File: config.mk
export PLATFORM = sky130hd
export DESIGN_NAME = tcp_rx_proto_calc
export DESIGN_NICKNAME = d
export VERILOG_FILES = /design/src/rtl/tcp_rx_proto_calc.sv
export SDC_FILE = /design/constraint.sdc
export NUM_CORES = 1
export LEC_CHECK = 0
export CORE_MARGIN = 2
export CORE_UTILIZATION = 45
export DETAILED_ROUTE_END_ITERATION = 10
export GPL_ROUTABILITY_DRIVEN = 1
export PLACE_DENSITY = 0.75
export SKIP_LAST_GASP = 1
export SYNTH_ARGS = -nofsm -noshare
export SYNTH_HDL_FRONTEND = slang
export SYNTH_SLANG_ARGS = --single-unit
File: constraint.sdc
create_clock -name clk -period 6 [get_ports clk]
set_input_delay 0.9 -clock clk [delete_from_list [all_inputs] [get_ports clk]]
set_output_delay 0.9 -clock clk [all_outputs]
set_load 0.02 [all_outputs]
File: src/rtl/tcp_rx_proto_calc.sv
// Receive-side TCP engine: validates ACKs and in-order payload per flow,
// writes back RX state, emits payload descriptors and scheduler commands.
module tcp_rx_proto_calc #(
  parameter int FLOWID_W = 3,
  parameter int SEQ_W    = 32,
  parameter int WIN_W    = 16,
  parameter int PTR_W    = 16
) (
  input  logic                clk,
  input  logic                rst,
  input  logic                hdr_val,
  output logic                hdr_rdy,
  input  logic [FLOWID_W-1:0] hdr_flowid,
  input  logic [SEQ_W-1:0]    hdr_seq,
  input  logic [SEQ_W-1:0]    hdr_ack,
  input  logic [WIN_W-1:0]    hdr_win,
  input  logic [WIN_W-1:0]    hdr_len,
  input  logic                hdr_ack_flag,
  output logic                state_rd_val,
  output logic [FLOWID_W-1:0] state_rd_addr,
  input  logic [SEQ_W-1:0]    rd_their_ack,
  input  logic [SEQ_W-1:0]    rd_our_ack,
  input  logic [WIN_W-1:0]    rd_their_win,
  input  logic [WIN_W-1:0]    rd_our_win,
  input  logic [1:0]          rd_dup_cnt,
  input  logic [SEQ_W-1:0]    rd_our_seq,
  output logic                state_wr_val,
  output logic [FLOWID_W-1:0] state_wr_addr,
  output logic [SEQ_W-1:0]    wr_their_ack,
  output logic [SEQ_W-1:0]    wr_our_ack,
  output logic [WIN_W-1:0]    wr_their_win,
  output logic [WIN_W-1:0]    wr_our_win,
  output logic [1:0]          wr_dup_cnt,
  output logic                pay_val,
  input  logic                pay_rdy,
  output logic [FLOWID_W-1:0] pay_flowid,
  output logic [PTR_W-1:0]    pay_addr,
  output logic [WIN_W-1:0]    pay_len,
  output logic                cmd_val,
  input  logic                cmd_rdy,
  output logic [FLOWID_W-1:0] cmd_flowid,
  output logic [1:0]          cmd_ack_pend,
  output logic [1:0]          cmd_data_pend,
  output logic [1:0]          cmd_rt_pend
);

  typedef enum logic [1:0] {IDLE, RD, CALC, OUT} state_e;

  localparam logic [1:0] NOP = 2'd0;
  localparam logic [1:0] SET = 2'd1;
  localparam logic [1:0] CLR = 2'd2;

  state_e state_q, state_d;

  logic [FLOWID_W-1:0] flow_q, flow_d;
  logic [SEQ_W-1:0]    seq_q, seq_d;
  logic [SEQ_W-1:0]    ack_q, ack_d;
  logic [WIN_W-1:0]    win_q, win_d;
  logic [WIN_W-1:0]    len_q, len_d;
  logic                flag_q, flag_d;

  logic [SEQ_W-1:0]    wta_q, wta_d;
  logic [SEQ_W-1:0]    woa_q, woa_d;
  logic [WIN_W-1:0]    wtw_q, wtw_d;
  logic [WIN_W-1:0]    wow_q, wow_d;
  logic [1:0]          wdc_q, wdc_d;
  logic [1:0]          ap_q, ap_d;
  logic [1:0]          dp_q, dp_d;
  logic [1:0]          rp_q, rp_d;
  logic                first_q, first_d;
  logic                cdone_q, cdone_d;
  logic                pdone_q, pdone_d;

  logic [SEQ_W-1:0] d_new, d_out;
  logic             new_ack, dup_ack, acc;
  logic             cmd_fire, pay_fire;

  // ACK classification uses modular distances from our_ack
  assign d_new   = ack_q - rd_our_ack;
  assign d_out   = rd_our_seq - rd_our_ack;
  assign new_ack = flag_q && (d_new != '0) && (d_new <= d_out);
  assign dup_ack = flag_q && (d_new == '0) && (len_q == '0)
                && (win_q == rd_their_win) && (d_out != '0);
  assign acc     = (len_q != '0) && (seq_q == rd_their_ack)
                && (len_q <= rd_our_win);

  assign hdr_rdy       = (state_q == IDLE) && !rst;
  assign state_rd_val  = (state_q == RD);
  assign state_rd_addr = flow_q;
  assign state_wr_val  = (state_q == OUT) && first_q;
  assign state_wr_addr = flow_q;
  assign wr_their_ack  = wta_q;
  assign wr_our_ack    = woa_q;
  assign wr_their_win  = wtw_q;
  assign wr_our_win    = wow_q;
  assign wr_dup_cnt    = wdc_q;
  assign pay_val       = (state_q == OUT) && !pdone_q;
  assign pay_flowid    = flow_q;
  assign pay_addr      = seq_q[PTR_W-1:0];
  assign pay_len       = len_q;
  assign cmd_val       = (state_q == OUT) && !cdone_q;
  assign cmd_flowid    = flow_q;
  assign cmd_ack_pend  = ap_q;
  assign cmd_data_pend = dp_q;
  assign cmd_rt_pend   = rp_q;
  assign cmd_fire      = cmd_val && cmd_rdy;
  assign pay_fire      = pay_val && pay_rdy;

  always_comb begin
    state_d = state_q;
    flow_d  = flow_q;
    seq_d   = seq_q;
    ack_d   = ack_q;
    win_d   = win_q;
    len_d   = len_q;
    flag_d  = flag_q;
    wta_d   = wta_q;
    woa_d   = woa_q;
    wtw_d   = wtw_q;
    wow_d   = wow_q;
    wdc_d   = wdc_q;
    ap_d    = ap_q;
    dp_d    = dp_q;
    rp_d    = rp_q;
    first_d = first_q;
    cdone_d = cdone_q;
    pdone_d = pdone_q;
    unique case (state_q)
      IDLE: begin
        if (hdr_val) begin
          flow_d  = hdr_flowid;
          seq_d   = hdr_seq;
          ack_d   = hdr_ack;
          win_d   = hdr_win;
          len_d   = hdr_len;
          flag_d  = hdr_ack_flag;
          state_d = RD;
        end
      end
      RD: state_d = CALC;
      CALC: begin
        woa_d = new_ack ? ack_q : rd_our_ack;
        if (new_ack)
          wdc_d = 2'd0;
        else if (dup_ack)
          wdc_d = (rd_dup_cnt == 2'd3) ? 2'd3 : rd_dup_cnt + 2'd1;
        else
          wdc_d = rd_dup_cnt;
        wtw_d = flag_q ? win_q : rd_their_win;
        wta_d = acc ? rd_their_ack + SEQ_W'(len_q) : rd_their_ack;
        wow_d = acc ? rd_our_win - len_q : rd_our_win;
        ap_d  = (len_q != '0) ? SET : NOP;
        dp_d  = (new_ack || (flag_q && win_q > rd_their_win)) ? SET : NOP;
        if (dup_ack && rd_dup_cnt == 2'd2)
          rp_d = SET;
        else if (new_ack && ack_q == rd_our_seq)
          rp_d = CLR;
        else
          rp_d = NOP;
        first_d = 1'b1;
        cdone_d = 1'b0;
        // no descriptor owed when data was not accepted
        pdone_d = !acc;
        state_d = OUT;
      end
      OUT: begin
        first_d = 1'b0;
        if (cmd_fire) cdone_d = 1'b1;
        if (pay_fire) pdone_d = 1'b1;
        if ((cdone_q || cmd_fire) && (pdone_q || pay_fire))
          state_d = IDLE;
      end
      default: state_d = IDLE;
    endcase
  end

  always_ff @(posedge clk or posedge rst) begin
    if (rst) begin
      state_q <= IDLE;
      flow_q  <= '0;
      seq_q   <= '0;
      ack_q   <= '0;
      win_q   <= '0;
      len_q   <= '0;
      flag_q  <= 1'b0;
      wta_q   <= '0;
      woa_q   <= '0;
      wtw_q   <= '0;
      wow_q   <= '0;
      wdc_q   <= '0;
      ap_q    <= '0;
      dp_q    <= '0;
      rp_q    <= '0;
      first_q <= 1'b0;
      cdone_q <= 1'b0;
      pdone_q <= 1'b0;
    end else begin
      state_q <= state_d;
      flow_q  <= flow_d;
      seq_q   <= seq_d;
      ack_q   <= ack_d;
      win_q   <= win_d;
      len_q   <= len_d;
      flag_q  <= flag_d;
      wta_q   <= wta_d;
      woa_q   <= woa_d;
      wtw_q   <= wtw_d;
      wow_q   <= wow_d;
      wdc_q   <= wdc_d;
      ap_q    <= ap_d;
      dp_q    <= dp_d;
      rp_q    <= rp_d;
      first_q <= first_d;
      cdone_q <= cdone_d;
      pdone_q <= pdone_d;
    end
  end

endmodule

==> run summary, run 1 <==
Die X: 193 um
Slowest cell on the critical path: clkdlybuf4s50_1
Synth Area in Adders: 11.9%
Initial DRC count: 1148
Worst min path class: reg -> reg
Startpoint Class: input pin
Routed wire length: 58.1 mm
Fillcell total: 3101
Multi-input logic area: 0.0100 sq mm
Worst-Skew Late Latency: 570 ps
Total GRT Usage: 30.0%
Detailed Place HPWL: 46.1 mm
Crit path largest cell delay: 500 ps
Most used flip-flop cell after synthesis: dfrtp_1
Placed instance count: 2619
Top delay family on crit path: compound AO/OA/AOI/OAI gates
ANT nets after route: 0
P_leak: 9.48 nW
Final hold violation count: 0
Number of cells produced by synthesis: 1779
Routed vias: 15300
Compound-Gate Fraction of Synth Area: 17.8%
Post-Synth Simple-Gate Area: 14.8%
Top Ports: 388
FFs w/ async S/R, synth: 100%
Most common cell in the netlist: dfrtp_1
Starting density of the core: 45.6%
Core area: 0.0354 sq mm
Critical path endpoint category: flip-flop
Die area: 0.0374 sq mm
WL per Instance: 21.8 um
Largest net degree at the start of global routing: 173
Crit path cell chain: clkdlybuf4s50_1 -> inv_1 -> ha_1 -> fa_1 -> nor2b_1 -> o31a_1 -> o311ai_1 -> a21oi_1 -> o21ai_0 -> a21oi_1 -> or2_2 -> ha_1 -> a21o_1 -> a21o_1 -> a21oi_1 -> o21ai_0 -> a211o_1 -> a211oi_1 -> o21a_1 -> o31a_1 -> buf_4 -> nand3_1 -> a31oi_1
Share of the synthesized area in the top cell type: 32.1%
Initial antenna violation count: 2
Max-cap violations: 0
PortBufs: 385
Max VDD drop: 368 uV
Post-synthesis cell type count: 82
Most frequent cells after synthesis: dfrtp_1 (207), nor2_1 (160), ha_1 (147)
Worst setup margin: 401 ps
CP arrival: 6080 ps
Pwr/cell area: 537 mW/mm^2
Root Buffer: clkbuf_16
Data required, critical path: 6480 ps
Overflow after GRT: 0
Layout area overhead: 33.7%
Seq/Total Area, Yosys: 32.1%
Peak fanout along the critical path: 17
Post-synth EDFFs: 0
DIE HEIGHT: 193 um
First-pass detailed-route iteration total: 6
Fraction of synthesized area in multiplexers: 10.0%
Post-CTS Resized: 0
Hold-fix buffers, CTS: 0
Final setup viols: 0
Layout cell share with drive strength beyond 1: 11.2%
Non-filler cells, final: 2662
RSZ-0062 raised after global routing: no
Largest family of logic cells by synthesized area: compound AO/OA/AOI/OAI gates
# DRC: 0
CTS Sinks: 207
Ranking of synthesized cells by area: dfrtp_1 (32%), ha_1 (11%), mux2_2 (7.2%)
Post-Route Skew: 11.1 ps
Worst-margin pin slew: 1140 ps
CP Class: in -> reg
Clock buffer count from CTS: 25
Status: finished clean
Mapped Avg Cell Area: 9.07 sq um
Global-route wire length before repair: 88.6 mm
CTS tree: yes
Area of the mapped netlist: 0.0161 sq mm
Synth Register Bits: 207
XOR/XNOR Fraction of Synth Area: 7.39%
Crit path top cell by count: a21oi_1
Final Max Tran Viols: 0
Vias in the first global route: 15500
Reg area: 0.00518 sq mm
Synth area leader: dfrtp_1
Worst Path Buf+Inv: 3
Max Root-Sink Buffers: 3
Setup bufs post-CTS: 0
Pre-CTS worst setup slack: -131 ps
Clock-pin slew of the registers on the worst-case setup and hold paths: 60 ps
Tmin final: 5600 ps
Row count: 69
Relative slew slack: 22.0%
FMAX: 0.179 GHz
Gp weighted congestion: 1.03
Nets: 2571
Ys Warns: 0
Worst hold slack: 493 ps
Part of the cycle the worst path needs: 93.3%
H-Tree Depth: 1
Vias/cell: 5.76
==> routing by layer <==
layer	part of all wire (%)	routed length [um]	track usage [%]	up-vias
met1	41	23600	37.2	7393
met4	3.9	2270	10.9	0
met3	7.3	4230	6.26	105
met2	48	28000	51.5	597
met5	0	0	0	-
li1	-	-	-	7233
==> final cells by class <==
cell class / count / share of cell area [%]
antenna: 1 / 0.0116
clock buffer: 37 / 3.30
clock inverter: 5 / 0.447
inverter: 118 / 2.07
multi-input combinational: 1366 / 46.5
sequential: 207 / 24.0
tap: 461 / 2.67
timing repair buffer: 467 / 21.0
==> layout by cell type, fill, tap and decap left out, drive strengths merged, types with 60 or more instances in the layout <==
master	instances
ha	147
a21oi	131
clkdlybuf4s50	385
nand3	61
o21ai	104
xnor2	60
inv	118
buf	82
mux2	103
nor2	160
dfrtp	207
nand2	64
xor2	76
==> cells by family (layout without fill, tap and decap cells) <==
kind of cell	Yosys count	in the layout
and+or+nand+nor	473	473
AOI/OAI and AO/OA	455	455
DFF	207	207
buffers and inverters	207	627
adders and majority gates	151	151
muxes	149	149
xor gates and xnor gates	136	136
other	1	3
==> flip-flops by register name, indices dropped and copies added (netlist names), 2 cells and up <==
| signal | cells |
|---|---|
| ack_q | 32 |
| cmd_flowid | 3 |
| cmd_rt_pend | 2 |
| pay_len | 16 |
| seq_q | 32 |
| state_q | 2 |
| win_q | 16 |
| wr_dup_cnt | 2 |
| wr_our_ack | 32 |
| wr_our_win | 16 |
| wr_their_ack | 32 |
| wr_their_win | 16 |
==> report_power, final <==
part           internal, W  switching, W  total (W)  leakage, nW
sequential         0.00210      0.000753    0.00286         2.36
combinational      0.00329       0.00391    0.00720         6.73
clock             0.000903      0.000625    0.00153        0.389
==> final timing paths <==
kind,startpoint,slack [ps],cells after the start,endpoint
max,rd_our_seq[0],400,23,wr_our_ack[27]$_DFFE_PP0P_
min,cmd_rt_pend[1]$_DFFE_PP0P_,490,1,cmd_rt_pend[1]$_DFFE_PP0P_
max reg2reg,ack_q[0]$_DFFE_PP0P_,840,23,wr_our_ack[27]$_DFFE_PP0P_
min reg2reg,cmd_rt_pend[1]$_DFFE_PP0P_,490,1,cmd_rt_pend[1]$_DFFE_PP0P_
max in group asynchronous,rst,4180,3,wr_our_ack[0]$_DFFE_PP0P_
min in group asynchronous,rst,900,3,wr_dup_cnt[0]$_DFFE_PP0P_
==> through the flow <==
| stage | setup TNS [ps] | utilization (%) | instance area (sq um) | total power (W) |
|---|---|---|---|---|
| CTS | 0 | 60.9 | 21600 | 0.0116 |
| global route | 0 | 60.9 | 21600 | 0.0124 |
| floorplan | 0 | - | 16100 | 0.00729 |
| global placement | -2980 | 58.6 | 20800 | 0.00984 |
| detailed placement | -3080 | 58.6 | 20800 | 0.00997 |
| finish | 0 | 60.9 | 21600 | 0.0116 |
(Power assumes the default switching activity.)
==> run 2: changes to the inputs <==
--- a/config.mk
+++ b/config.mk
@@ -5,8 +5,10 @@
 export SDC_FILE = /design/constraint.sdc
 export NUM_CORES = 1
 export LEC_CHECK = 0
+export ABC_AREA = 0
 export CORE_MARGIN = 2
 export CORE_UTILIZATION = 45
+export CTS_CLUSTER_SIZE = 28
 export DETAILED_ROUTE_END_ITERATION = 10
 export GPL_ROUTABILITY_DRIVEN = 1
 export PLACE_DENSITY = 0.75
==> results of run 2 <==
The final DEF is identical to that of run 1; final timing and power are the same.
